[src/rtl/enhance_pkg.sv]
// enhance_pkg: shared mode encoding and width helpers
// for the pixel_enhance_stream point-operation engine.
package enhance_pkg;

  typedef enum logic [1:0] {
    MODE_BRIGHT   = 2'd0,
    MODE_CONTRAST = 2'd1,
    MODE_THRESH   = 2'd2,
    MODE_INVERT   = 2'd3
  } mode_e;

  localparam int N_CH = 3;

  function automatic int pix_w(input int dw);
    return N_CH * dw;
  endfunction

  function automatic int sum_w(input int dw);
    return dw + 2;
  endfunction

  function automatic int prod_w(input int dw);
    return 2 * dw + 2;
  endfunction

  function automatic int sat_hi(input int dw);
    return (1 << dw) - 1;
  endfunction

endpackage

[src/rtl/enhance_pixel.sv]
// enhance_pixel: one pixel's two-stage datapath
// (stage 1 luma/products, stage 2 clamped result).
module enhance_pixel
  import enhance_pkg::*;
#(
  parameter int DATA_W = 8,
  parameter int FRAC_W = 4
) (
  input  logic                  clk,
  input  logic                  rst,
  input  logic                  ld1,
  input  logic                  ld2,
  input  logic [3*DATA_W-1:0]   pix_i,
  input  logic [1:0]            mode_i,
  input  logic [DATA_W-1:0]     bright_i,
  input  logic                  sign_i,
  input  logic [DATA_W-1:0]     thresh_i,
  input  logic [DATA_W-1:0]     cf_i,
  input  logic [DATA_W-1:0]     mid_i,
  output logic [DATA_W-1:0]     luma_o,
  output logic [3*DATA_W-1:0]   pix_o
);

  localparam int SW   = sum_w(DATA_W);
  localparam int PW   = prod_w(DATA_W);
  localparam int MAXV = sat_hi(DATA_W);
  localparam logic signed [PW-1:0] HI = PW'(MAXV);

  mode_e                mode_d, mode_q;
  logic [DATA_W-1:0]    mid_d, mid_q;
  logic [DATA_W-1:0]    luma_d, luma_q;
  logic                 gt_d, gt_q;
  logic signed [PW-1:0] bri_d [N_CH];
  logic signed [PW-1:0] bri_q [N_CH];
  logic signed [PW-1:0] prod_d [N_CH];
  logic signed [PW-1:0] prod_q [N_CH];
  logic [3*DATA_W-1:0]  out_d, out_q;

  logic [SW-1:0]        sum;
  logic signed [PW-1:0] p_s, b_s, m_s, c_s;
  logic signed [PW-1:0] m2, l_s, t;

  always_comb begin
    mode_d = mode_q;
    mid_d  = mid_q;
    luma_d = luma_q;
    gt_d   = gt_q;
    bri_d  = bri_q;
    prod_d = prod_q;
    out_d  = out_q;
    sum = SW'(pix_i[0 +: DATA_W])
        + SW'(pix_i[DATA_W +: DATA_W])
        + SW'(pix_i[2*DATA_W +: DATA_W]);
    p_s = '0;
    b_s = PW'(bright_i);
    m_s = PW'(mid_i);
    c_s = PW'(cf_i);
    m2  = PW'(mid_q);
    l_s = PW'(luma_q);
    t   = '0;
    if (ld1) begin
      mode_d = mode_e'(mode_i);
      mid_d  = mid_i;
      luma_d = DATA_W'(sum / SW'(3));
      gt_d   = luma_d > thresh_i;
      for (int c = 0; c < N_CH; c++) begin
        p_s       = PW'(pix_i[c*DATA_W +: DATA_W]);
        bri_d[c]  = sign_i ? p_s + b_s : p_s - b_s;
        prod_d[c] = (p_s - m_s) * c_s;
      end
    end
    if (ld2) begin
      for (int c = 0; c < N_CH; c++) begin
        unique case (mode_q)
          MODE_BRIGHT:   t = bri_q[c];
          MODE_CONTRAST: t = m2 + (prod_q[c] >>> FRAC_W);
          MODE_THRESH:   t = gt_q ? HI : '0;
          MODE_INVERT:   t = HI - l_s;
        endcase
        out_d[c*DATA_W +: DATA_W] =
          (t < 0)  ? '0 :
          (t > HI) ? DATA_W'(MAXV) : t[DATA_W-1:0];
      end
    end
  end

  always_ff @(posedge clk) begin
    if (rst) begin
      mode_q <= MODE_BRIGHT;
      mid_q  <= '0;
      luma_q <= '0;
      gt_q   <= 1'b0;
      bri_q  <= '{default: '0};
      prod_q <= '{default: '0};
      out_q  <= '0;
    end else begin
      mode_q <= mode_d;
      mid_q  <= mid_d;
      luma_q <= luma_d;
      gt_q   <= gt_d;
      bri_q  <= bri_d;
      prod_q <= prod_d;
      out_q  <= out_d;
    end
  end

  assign luma_o = luma_q;
  assign pix_o  = out_q;

endmodule

[src/rtl/pixel_enhance_stream.sv]
// pixel_enhance_stream: streaming brightness/contrast/threshold/invert
// with valid/ready and line/frame markers; ENHANCE_STATS_EN adds luma min/max.
module pixel_enhance_stream
  import enhance_pkg::*;
#(
  parameter int PIX_PER_CLK = 2,
  parameter int DATA_W      = 8,
  parameter int WIDTH       = 640,
  parameter int HEIGHT      = 426,
  parameter int FRAC_W      = 4
) (
  input  logic                            HCLK,
  input  logic                            HRESET,
  input  logic [1:0]                      cfg_mode,
  input  logic [DATA_W-1:0]               cfg_bright,
  input  logic                            cfg_sign,
  input  logic [DATA_W-1:0]               cfg_thresh,
  input  logic [DATA_W-1:0]               cfg_cf,
  input  logic [DATA_W-1:0]               cfg_mid,
  input  logic                            s_valid,
  output logic                            s_ready,
  input  logic [PIX_PER_CLK*3*DATA_W-1:0] s_data,
  output logic                            m_valid,
  input  logic                            m_ready,
  output logic [PIX_PER_CLK*3*DATA_W-1:0] m_data,
  output logic                            m_sol,
  output logic                            m_eol,
  output logic                            m_eof,
  output logic [DATA_W-1:0]               stat_min,
  output logic [DATA_W-1:0]               stat_max,
  output logic                            stat_valid
);

  localparam int BPL = WIDTH / PIX_PER_CLK;
  localparam int CW  = $clog2(BPL + 1);
  localparam int RW  = $clog2(HEIGHT + 1);
  localparam int PXW = pix_w(DATA_W);

  logic [CW-1:0]     col_d, col_q;
  logic [RW-1:0]     row_d, row_q;
  logic              s1_v_d, s1_v_q, s2_v_d, s2_v_q;
  logic [2:0]        s1_mk_d, s1_mk_q, s2_mk_d, s2_mk_q;
  logic [1:0]        sh_mode_d, sh_mode_q;
  logic [DATA_W-1:0] sh_bright_d, sh_bright_q;
  logic              sh_sign_d, sh_sign_q;
  logic [DATA_W-1:0] sh_thresh_d, sh_thresh_q;
  logic [DATA_W-1:0] sh_cf_d, sh_cf_q;
  logic [DATA_W-1:0] sh_mid_d, sh_mid_q;

  logic              adv1, adv2, acc, ld2;
  logic              first, eol, eof;
  logic [1:0]        e_mode;
  logic [DATA_W-1:0] e_bright, e_thresh, e_cf, e_mid;
  logic              e_sign;
  logic [DATA_W-1:0] luma [PIX_PER_CLK];

  always_comb begin
    adv2  = !s2_v_q || m_ready;
    adv1  = !s1_v_q || adv2;
    acc   = s_valid && adv1;
    ld2   = adv2 && s1_v_q;
    first = (col_q == '0) && (row_q == '0);
    eol   = col_q == CW'(BPL - 1);
    eof   = eol && (row_q == RW'(HEIGHT - 1));
    // The frame's first beat uses live config; the rest use the shadow.
    e_mode   = first ? cfg_mode   : sh_mode_q;
    e_bright = first ? cfg_bright : sh_bright_q;
    e_sign   = first ? cfg_sign   : sh_sign_q;
    e_thresh = first ? cfg_thresh : sh_thresh_q;
    e_cf     = first ? cfg_cf     : sh_cf_q;
    e_mid    = first ? cfg_mid    : sh_mid_q;

    col_d       = col_q;
    row_d       = row_q;
    s1_mk_d     = s1_mk_q;
    s2_mk_d     = s2_mk_q;
    sh_mode_d   = sh_mode_q;
    sh_bright_d = sh_bright_q;
    sh_sign_d   = sh_sign_q;
    sh_thresh_d = sh_thresh_q;
    sh_cf_d     = sh_cf_q;
    sh_mid_d    = sh_mid_q;
    s1_v_d      = adv1 ? s_valid : s1_v_q;
    s2_v_d      = adv2 ? s1_v_q : s2_v_q;

    if (acc) begin
      s1_mk_d = {col_q == '0, eol, eof};
      if (eol) begin
        col_d = '0;
        row_d = eof ? '0 : row_q + RW'(1);
      end else begin
        col_d = col_q + CW'(1);
      end
      if (first) begin
        sh_mode_d   = cfg_mode;
        sh_bright_d = cfg_bright;
        sh_sign_d   = cfg_sign;
        sh_thresh_d = cfg_thresh;
        sh_cf_d     = cfg_cf;
        sh_mid_d    = cfg_mid;
      end
    end
    if (ld2) s2_mk_d = s1_mk_q;
  end

  always_ff @(posedge HCLK) begin
    if (HRESET) begin
      col_q       <= '0;
      row_q       <= '0;
      s1_v_q      <= 1'b0;
      s2_v_q      <= 1'b0;
      s1_mk_q     <= '0;
      s2_mk_q     <= '0;
      sh_mode_q   <= '0;
      sh_bright_q <= '0;
      sh_sign_q   <= 1'b0;
      sh_thresh_q <= '0;
      sh_cf_q     <= '0;
      sh_mid_q    <= '0;
    end else begin
      col_q       <= col_d;
      row_q       <= row_d;
      s1_v_q      <= s1_v_d;
      s2_v_q      <= s2_v_d;
      s1_mk_q     <= s1_mk_d;
      s2_mk_q     <= s2_mk_d;
      sh_mode_q   <= sh_mode_d;
      sh_bright_q <= sh_bright_d;
      sh_sign_q   <= sh_sign_d;
      sh_thresh_q <= sh_thresh_d;
      sh_cf_q     <= sh_cf_d;
      sh_mid_q    <= sh_mid_d;
    end
  end

  for (genvar k = 0; k < PIX_PER_CLK; k++) begin : g_pix
    enhance_pixel #(
      .DATA_W (DATA_W),
      .FRAC_W (FRAC_W)
    ) u_pix (
      .clk      (HCLK),
      .rst      (HRESET),
      .ld1      (acc),
      .ld2      (ld2),
      .pix_i    (s_data[k*PXW +: PXW]),
      .mode_i   (e_mode),
      .bright_i (e_bright),
      .sign_i   (e_sign),
      .thresh_i (e_thresh),
      .cf_i     (e_cf),
      .mid_i    (e_mid),
      .luma_o   (luma[k]),
      .pix_o    (m_data[k*PXW +: PXW])
    );
  end

  assign s_ready = adv1;
  assign m_valid = s2_v_q;
  assign m_sol   = s2_mk_q[2];
  assign m_eol   = s2_mk_q[1];
  assign m_eof   = s2_mk_q[0];

`ifdef ENHANCE_STATS_EN
  logic [DATA_W-1:0] trk_min_d, trk_min_q, trk_max_d, trk_max_q;
  logic [DATA_W-1:0] st_min_d, st_min_q, st_max_d, st_max_q;
  logic              st_v_d, st_v_q;
  logic [DATA_W-1:0] bmin, bmax;
  logic              eof_hs;

  always_comb begin
    bmin = '1;
    bmax = '0;
    for (int k = 0; k < PIX_PER_CLK; k++) begin
      if (luma[k] < bmin) bmin = luma[k];
      if (luma[k] > bmax) bmax = luma[k];
    end
    eof_hs    = s2_v_q && m_ready && s2_mk_q[0];
    trk_min_d = trk_min_q;
    trk_max_d = trk_max_q;
    st_min_d  = st_min_q;
    st_max_d  = st_max_q;
    st_v_d    = eof_hs;
    // A beat entering stage 2 with the eof handshake opens the next frame.
    if (eof_hs) begin
      st_min_d  = trk_min_q;
      st_max_d  = trk_max_q;
      trk_min_d = '1;
      trk_max_d = '0;
    end
    if (ld2) begin
      if (bmin < trk_min_d) trk_min_d = bmin;
      if (bmax > trk_max_d) trk_max_d = bmax;
    end
  end

  always_ff @(posedge HCLK) begin
    if (HRESET) begin
      trk_min_q <= '1;
      trk_max_q <= '0;
      st_min_q  <= '1;
      st_max_q  <= '0;
      st_v_q    <= 1'b0;
    end else begin
      trk_min_q <= trk_min_d;
      trk_max_q <= trk_max_d;
      st_min_q  <= st_min_d;
      st_max_q  <= st_max_d;
      st_v_q    <= st_v_d;
    end
  end

  assign stat_min   = st_min_q;
  assign stat_max   = st_max_q;
  assign stat_valid = st_v_q;
`else
  logic [DATA_W-1:0] unused_luma;

  always_comb begin
    unused_luma = '0;
    for (int k = 0; k < PIX_PER_CLK; k++) unused_luma |= luma[k];
  end

  assign stat_min   = '0;
  assign stat_max   = '0;
  assign stat_valid = 1'b0;
`endif

endmodule
[config.mk]
export PLATFORM = sky130hd
export DESIGN_NAME = pixel_enhance_stream
export DESIGN_NICKNAME = d
export VERILOG_FILES = /design/src/rtl/enhance_pkg.sv /design/src/rtl/enhance_pixel.sv /design/src/rtl/pixel_enhance_stream.sv
export SDC_FILE = /design/constraint.sdc
export NUM_CORES = 2
export LEC_CHECK = 0
export CORE_ASPECT_RATIO = 0.75
export CORE_MARGIN = 2
export CORE_UTILIZATION = 64
export DETAILED_ROUTE_END_ITERATION = 16
export PLACE_DENSITY = 0.94
export SYNTH_ARGS = -nofsm -noshare
export SYNTH_HDL_FRONTEND = slang
export SYNTH_SLANG_ARGS = --single-unit
[constraint.sdc]
create_clock -name HCLK -period 11.3 [get_ports HCLK]
set_input_delay 2.26 -clock HCLK [delete_from_list [all_inputs] [get_ports HCLK]]
set_output_delay 2.26 -clock HCLK [all_outputs]
set_load 0.02 [all_outputs]
[Word-level counts from Yosys, hierarchy flattened]
Index checks and enable logic that the tools add are counted.
Word-level totals
  register bits after elaboration: 343
  bits of input ports: 87
  output and inout bits: 70
  word-level logic and storage cells: 142
Operators by class
  $add $sub $neg: 32
  $mul: 6
  div/mod/pow operators: 2
  order comparisons: 14
  equality and inequality tests: 5
  multiplexer cells: 40
  reductions and logical operators: 13
Operator list (count)
  18-bit one-hot mux with 4 select lines: 6
  18-bit 2-to-1 mux: 12
  8-bit 2-to-1 mux: 18
  18-bit by 9-bit greater-than comparator with 1-bit output (second input constant): 6
  18-bit by 1-bit less-than comparator with 1-bit output (second input constant): 6
  18-bit by 9-bit multiplier with 18-bit output: 6
  8-bit by 8-bit subtractor with 9-bit output: 12
  9-bit by 14-bit adder with 15-bit output: 6
  8-bit by 8-bit adder with 9-bit output: 8
  10-bit by 8-bit adder with 10-bit output: 2
  10-bit by 2-bit divider with 10-bit output (second input constant): 2
  9-bit by 1-bit adder with 9-bit output (second input constant): 2
  9-bit equality test (second input constant): 2
  9-bit logical NOT: 2
  9-bit 2-to-1 mux: 2
  8-bit by 8-bit subtractor with 9-bit output (first input constant): 2
  8-bit greater-than comparator: 2
  2-bit equality test (second input constant): 2
  1-bit logical AND: 4
  2-bit AND reduction: 2
  2-bit by 1-bit equality test with 1-bit output (second input constant): 1
  1-bit logical NOT: 2
  2-bit logical NOT: 1
  1-bit logical OR: 2
  2 further kinds: 2

[Logic depth before layout (Yosys ltp)]
  depth after elaboration: 7
  depth in mapped cells: 39

[Cells and area by module]
Synthesis repeated with hierarchy kept, for this count alone.
Unflattened totals
  cell total of the unflattened synthesis: 4735
  area, all modules: 38982.4 um^2
Modules (own cells, without submodules)
  enhance_pixel at g_pix[0].u_pix: instances 1, cells each 2153, area each 17887.2 um^2, sequential area each 2302.2 um^2
  enhance_pixel at g_pix[1].u_pix: instances 1, cells each 2135, area each 17790.8 um^2, sequential area each 2302.2 um^2
  pixel_enhance_stream: instances 1, cells each 447, area each 3304.4 um^2, sequential area each 1221.2 um^2

[Least setup slack after synthesis]
No wires, ideal clock.
  path kind: reg-to-reg
  start: register col_q[0]
  end: register g_pix[1].u_pix.prod_q[16] (netlist name)
  setup time: 106 ps
  arrival time: 8979 ps
  data required time: 11194 ps
  slack: 2215 ps
  cell stages (with the launch flop): 37
  path buffers: 3
  cell sequence: dfxtp_1 inv_1 ha_1 nor4b_1 nand2_1 nor2_1 clkbuf_1 clkbuf_1 buf_1 mux2i_1 ha_1 a21o_1 a21o_1 a21oi_1 o21bai_1 a21oi_1 nor2_1 nor2_1 xnor2_1 nand2_1 fa_1 fa_1 fa_1 fa_1 inv_1 ha_1 o21ai_0 a21boi_0 o21ai_0 a21boi_0 o21ai_0 a21oi_1 o21ai_0 a21oi_1 o21a_1 or3_1 o311ai_0
On the way
  cells in the longest elaborated chain, start to end: 5
  elaborated cells on any way between the ends: 6
RTL lines
  from (decl): RTL line pixel_enhance_stream.sv:39  | logic [CW-1:0] col_d, col_q;
  from (signal assigned): RTL line pixel_enhance_stream.sv:121  | col_q <= col_d;
  9-bit logical NOT *: RTL line pixel_enhance_stream.sv:62  | first = (col_q == '0) && (row_q == '0);
  1-bit logical AND *: RTL line pixel_enhance_stream.sv:62
  8-bit 2-to-1 mux
  8-bit by 8-bit subtractor with 9-bit output: RTL line enhance_pixel.sv:69  | prod_d[c] = (p_s - m_s) * c_s;
  18-bit by 9-bit multiplier with 18-bit output *: RTL line enhance_pixel.sv:69
  to (signal assigned): RTL line enhance_pixel.sv:102  | prod_q <= prod_d;
  to (decl): RTL line enhance_pixel.sv:36  | logic signed [PW-1:0] prod_q [N_CH];
Mark *: on every way between the ends. The rest lies on a longest branch, timed or not.
A chain may end at the register's enable or synchronous reset.

[Final worst setup path]
  start: register col_q[0]
  end: register g_pix[1].u_pix.prod_q[52] (netlist name)
The elaborated chain is that of the path after synthesis.

==> results.json <==
{
  "fp.dieArea_sq_um": 60100,
  "cts_hold_buf": 0,
  "areaGrowthSynthToFinish_pct": 8.12,
  "arrival_ns": 10.91,
  "cts_sinks": 271,
  "multiInputGateArea_sq_um": 28500,
  "post_cts_resized": 0,
  "cp-end-kind": "register",
  "hpwl_mm": 86.6,
  "io_buffers": 139,
  "grt_pass1_wl_mm": 182,
  "synth_top_cells_by_count": "inv_1, nand2_1, nor2_1, ha_1, a21oi_1",
  "post-cts-setup-buffers": 0,
  "finalCritPeriodShare_pct": 92.1,
  "grt_pass1_vias": 34483,
  "run_status": "completed",
  "criticalPathCategory": "register to register",
  "cts_max_level": 1,
  "grt_max_degree": 148,
  "die_w_microns": 282,
  "postSynthCellCount": 4643,
  "synthFlopType": "dfxtp_1",
  "grt_setup_unrepaired": "false",
  "crit_top_cell": "a21oi_1",
  "instances_no_fill": 5483,
  "seqCellArea_sq_um": 5430,
  "synth_area_leaders": "fa_1, ha_1, dfxtp_1, inv_1, nand2_1",
  "slew_violations": 0,
  "cts.clk_slew.worst_paths_ns": 0.07,
  "cp_top_family": "compound AO/OA/AOI/OAI gates",
  "async_reset_ff_share_pct": 0,
  "yosysTopAreaCell": "fa_1",
  "hold_viol": 0,
  "slowest_delay_ns": 1.08,
  "die_h_microns": 213,
  "finalSetupViolCount": 0,
  "grt_antenna_before_repair": 3,
  "synth_edf_count": 0,
  "cp_slowest_cell": "mux2i_1",
  "place_congestion": 1.01,
  "nets": 5602,
  "via_per_inst": 6.29,
  "drt_first_iter_violations": 4720,
  "cts_tree": "built",
  "num_vias": 34470,
  "avgSynthCellArea_sq_um": 8.01,
  "worst_ep_required_time_ns": 11.80,
  "fin_crit_ns": 10.41,
  "ctsRootBufferMaster": "clkbuf_16",
  "rows": 76,
  "num_io_pins": 157,
  "yosysMostFrequentCell": "inv_1",
  "drv_cap": 0,
  "wl_per_cell_microns": 21.1,
  "start_util_pct": 64.8,
  "drt_first_pass_iters": 8,
  "crit_buf_inv": 2,
  "netlist.area_leader.share_pct": 20.9,
  "fillCellCount": 4094,
  "core_area_sq_um": 57400,
  "ys_types": 96,
  "cts.path.max_buffers": 3,
  "hp-class": "register to register",
  "yosysSeqAreaShare_pct": 14.6,
  "syn_area_sq_um": 37200,
  "dp.cells": 5429,
  "ant_nets": 0,
  "ys_ff_latch": 271,
  "max_freq_mhz": 96.0,
  "numCtsBuffers": 30,
  "drive_above_1_share_pct": 3.25,
  "drc": 0,
  "path_max_fanout": 22,
  "skew_ns": 0.0258,
  "grt_overflow": 0,
  "wl_mm": 116,
  "clock_latency_ns": 0.64,
  "slew_headroom_pct": 14.2,
  "fin_setup_tns_ns": 0,
  "cp-start-kind": "register",
  "worst_pin_slew_ns": 1.26,
  "yosys_warnings": 0,
  "grt_util_all_layers_pct": 38.7
}
-- worst paths after layout --
path,from,endpoint,slack (ns),depth (start not counted)
setup / recovery,col_q[0]$_SDFFE_PP0P_,g_pix[1].u_pix.prod_q[52]$_SDFFE_PP0P_,0.89,30
hold / removal,g_pix[0].u_pix.pix_o[10]$_SDFFE_PP0P_,g_pix[0].u_pix.pix_o[10]$_SDFFE_PP0P_,0.45,2
setup reg to reg,col_q[0]$_SDFFE_PP0P_,g_pix[1].u_pix.prod_q[52]$_SDFFE_PP0P_,0.89,30
hold reg to reg,g_pix[0].u_pix.pix_o[10]$_SDFFE_PP0P_,g_pix[0].u_pix.pix_o[10]$_SDFFE_PP0P_,0.45,2
-- stage by stage --
stage,util (%),cell area (sq um),hold slack [ns],setup slack [ns]
floorplan,-,37300,0.428,2.21
global placement,68.2,39200,0.435,1.34
detailed placement,68.2,39200,0.437,0.996
CTS,70.0,40200,0.447,1.41
global route,70.0,40200,0.469,0.580
finish,70.1,40200,0.448,0.887
-- flip-flops by register name, summed over array words and instances (netlist names), 9 cells and up --
register	flops
col_q	9
g_pix.u_pix.bri_q	60
g_pix.u_pix.luma_o	16
g_pix.u_pix.pix_o	48
g_pix.u_pix.prod_q	84
row_q	9
-- cell families after synthesis --
| group | synth area share, % |
|---|---|
| simple gates | 15.5 |
| buf+inv | 9.21 |
| flops | 14.6 |
| fa+ha+maj | 35.9 |
| xor+xnor | 5.81 |
| other cells | 0.0101 |
| mux | 1.81 |
| compound gates | 17.1 |
-- final cells by class --
class                           count  area share, %
Inverter                          692           6.46
Clock buffer                       39           2.05
Clock inverter                     13          0.516
Antenna cell                        2         0.0124
Sequential cell                   271           13.5
Multi-Input combinational cell   3511           70.9
Tap cell                          780           2.43
Timing Repair Buffer              175           4.17
-- per-layer routing --
metal / track usage, % / wire length (microns) / part of all wire, % / vias up
met4: 20.4 / 7330 / 6.3 / 4
li1: - / - / - / 15294
met1: 49.4 / 41900 / 36 / 16169
met5: 0 / 60 / 0.052 / -
met3: 14.8 / 19100 / 16 / 580
met2: 57.0 / 47600 / 41 / 2423
-- worst reg2reg max path, delay by kind of cell (launching register included) --
kind / cells / cell delay [ns]
compound gates: 16 / 3.88
fa+ha+maj: 7 / 2.99
simple gates: 4 / 1.83
mux: 1 / 1.13
flops: 1 / 0.33
buf+inv: 2 / 0.14
-- cell usage in the layout (no fill, tap or decap), types with 58 or more instances in the layout --
| cell | count |
|---|---|
| fa_1 | 388 |
| o21ai_0 | 172 |
| nand2_1 | 555 |
| nor3_1 | 64 |
| xnor2_1 | 194 |
| a21oi_1 | 392 |
| o21bai_1 | 75 |
| clkdlybuf4s50_1 | 138 |
| ha_1 | 446 |
| nor2_1 | 452 |
| a211oi_1 | 71 |
| a21o_1 | 84 |
| inv_1 | 691 |
| dfxtp_1 | 269 |
| and2_1 | 58 |
| nand3_1 | 58 |
Power is not shown: default switching activity piles up to over one toggle a cycle in this logic, so the estimate is an artifact.
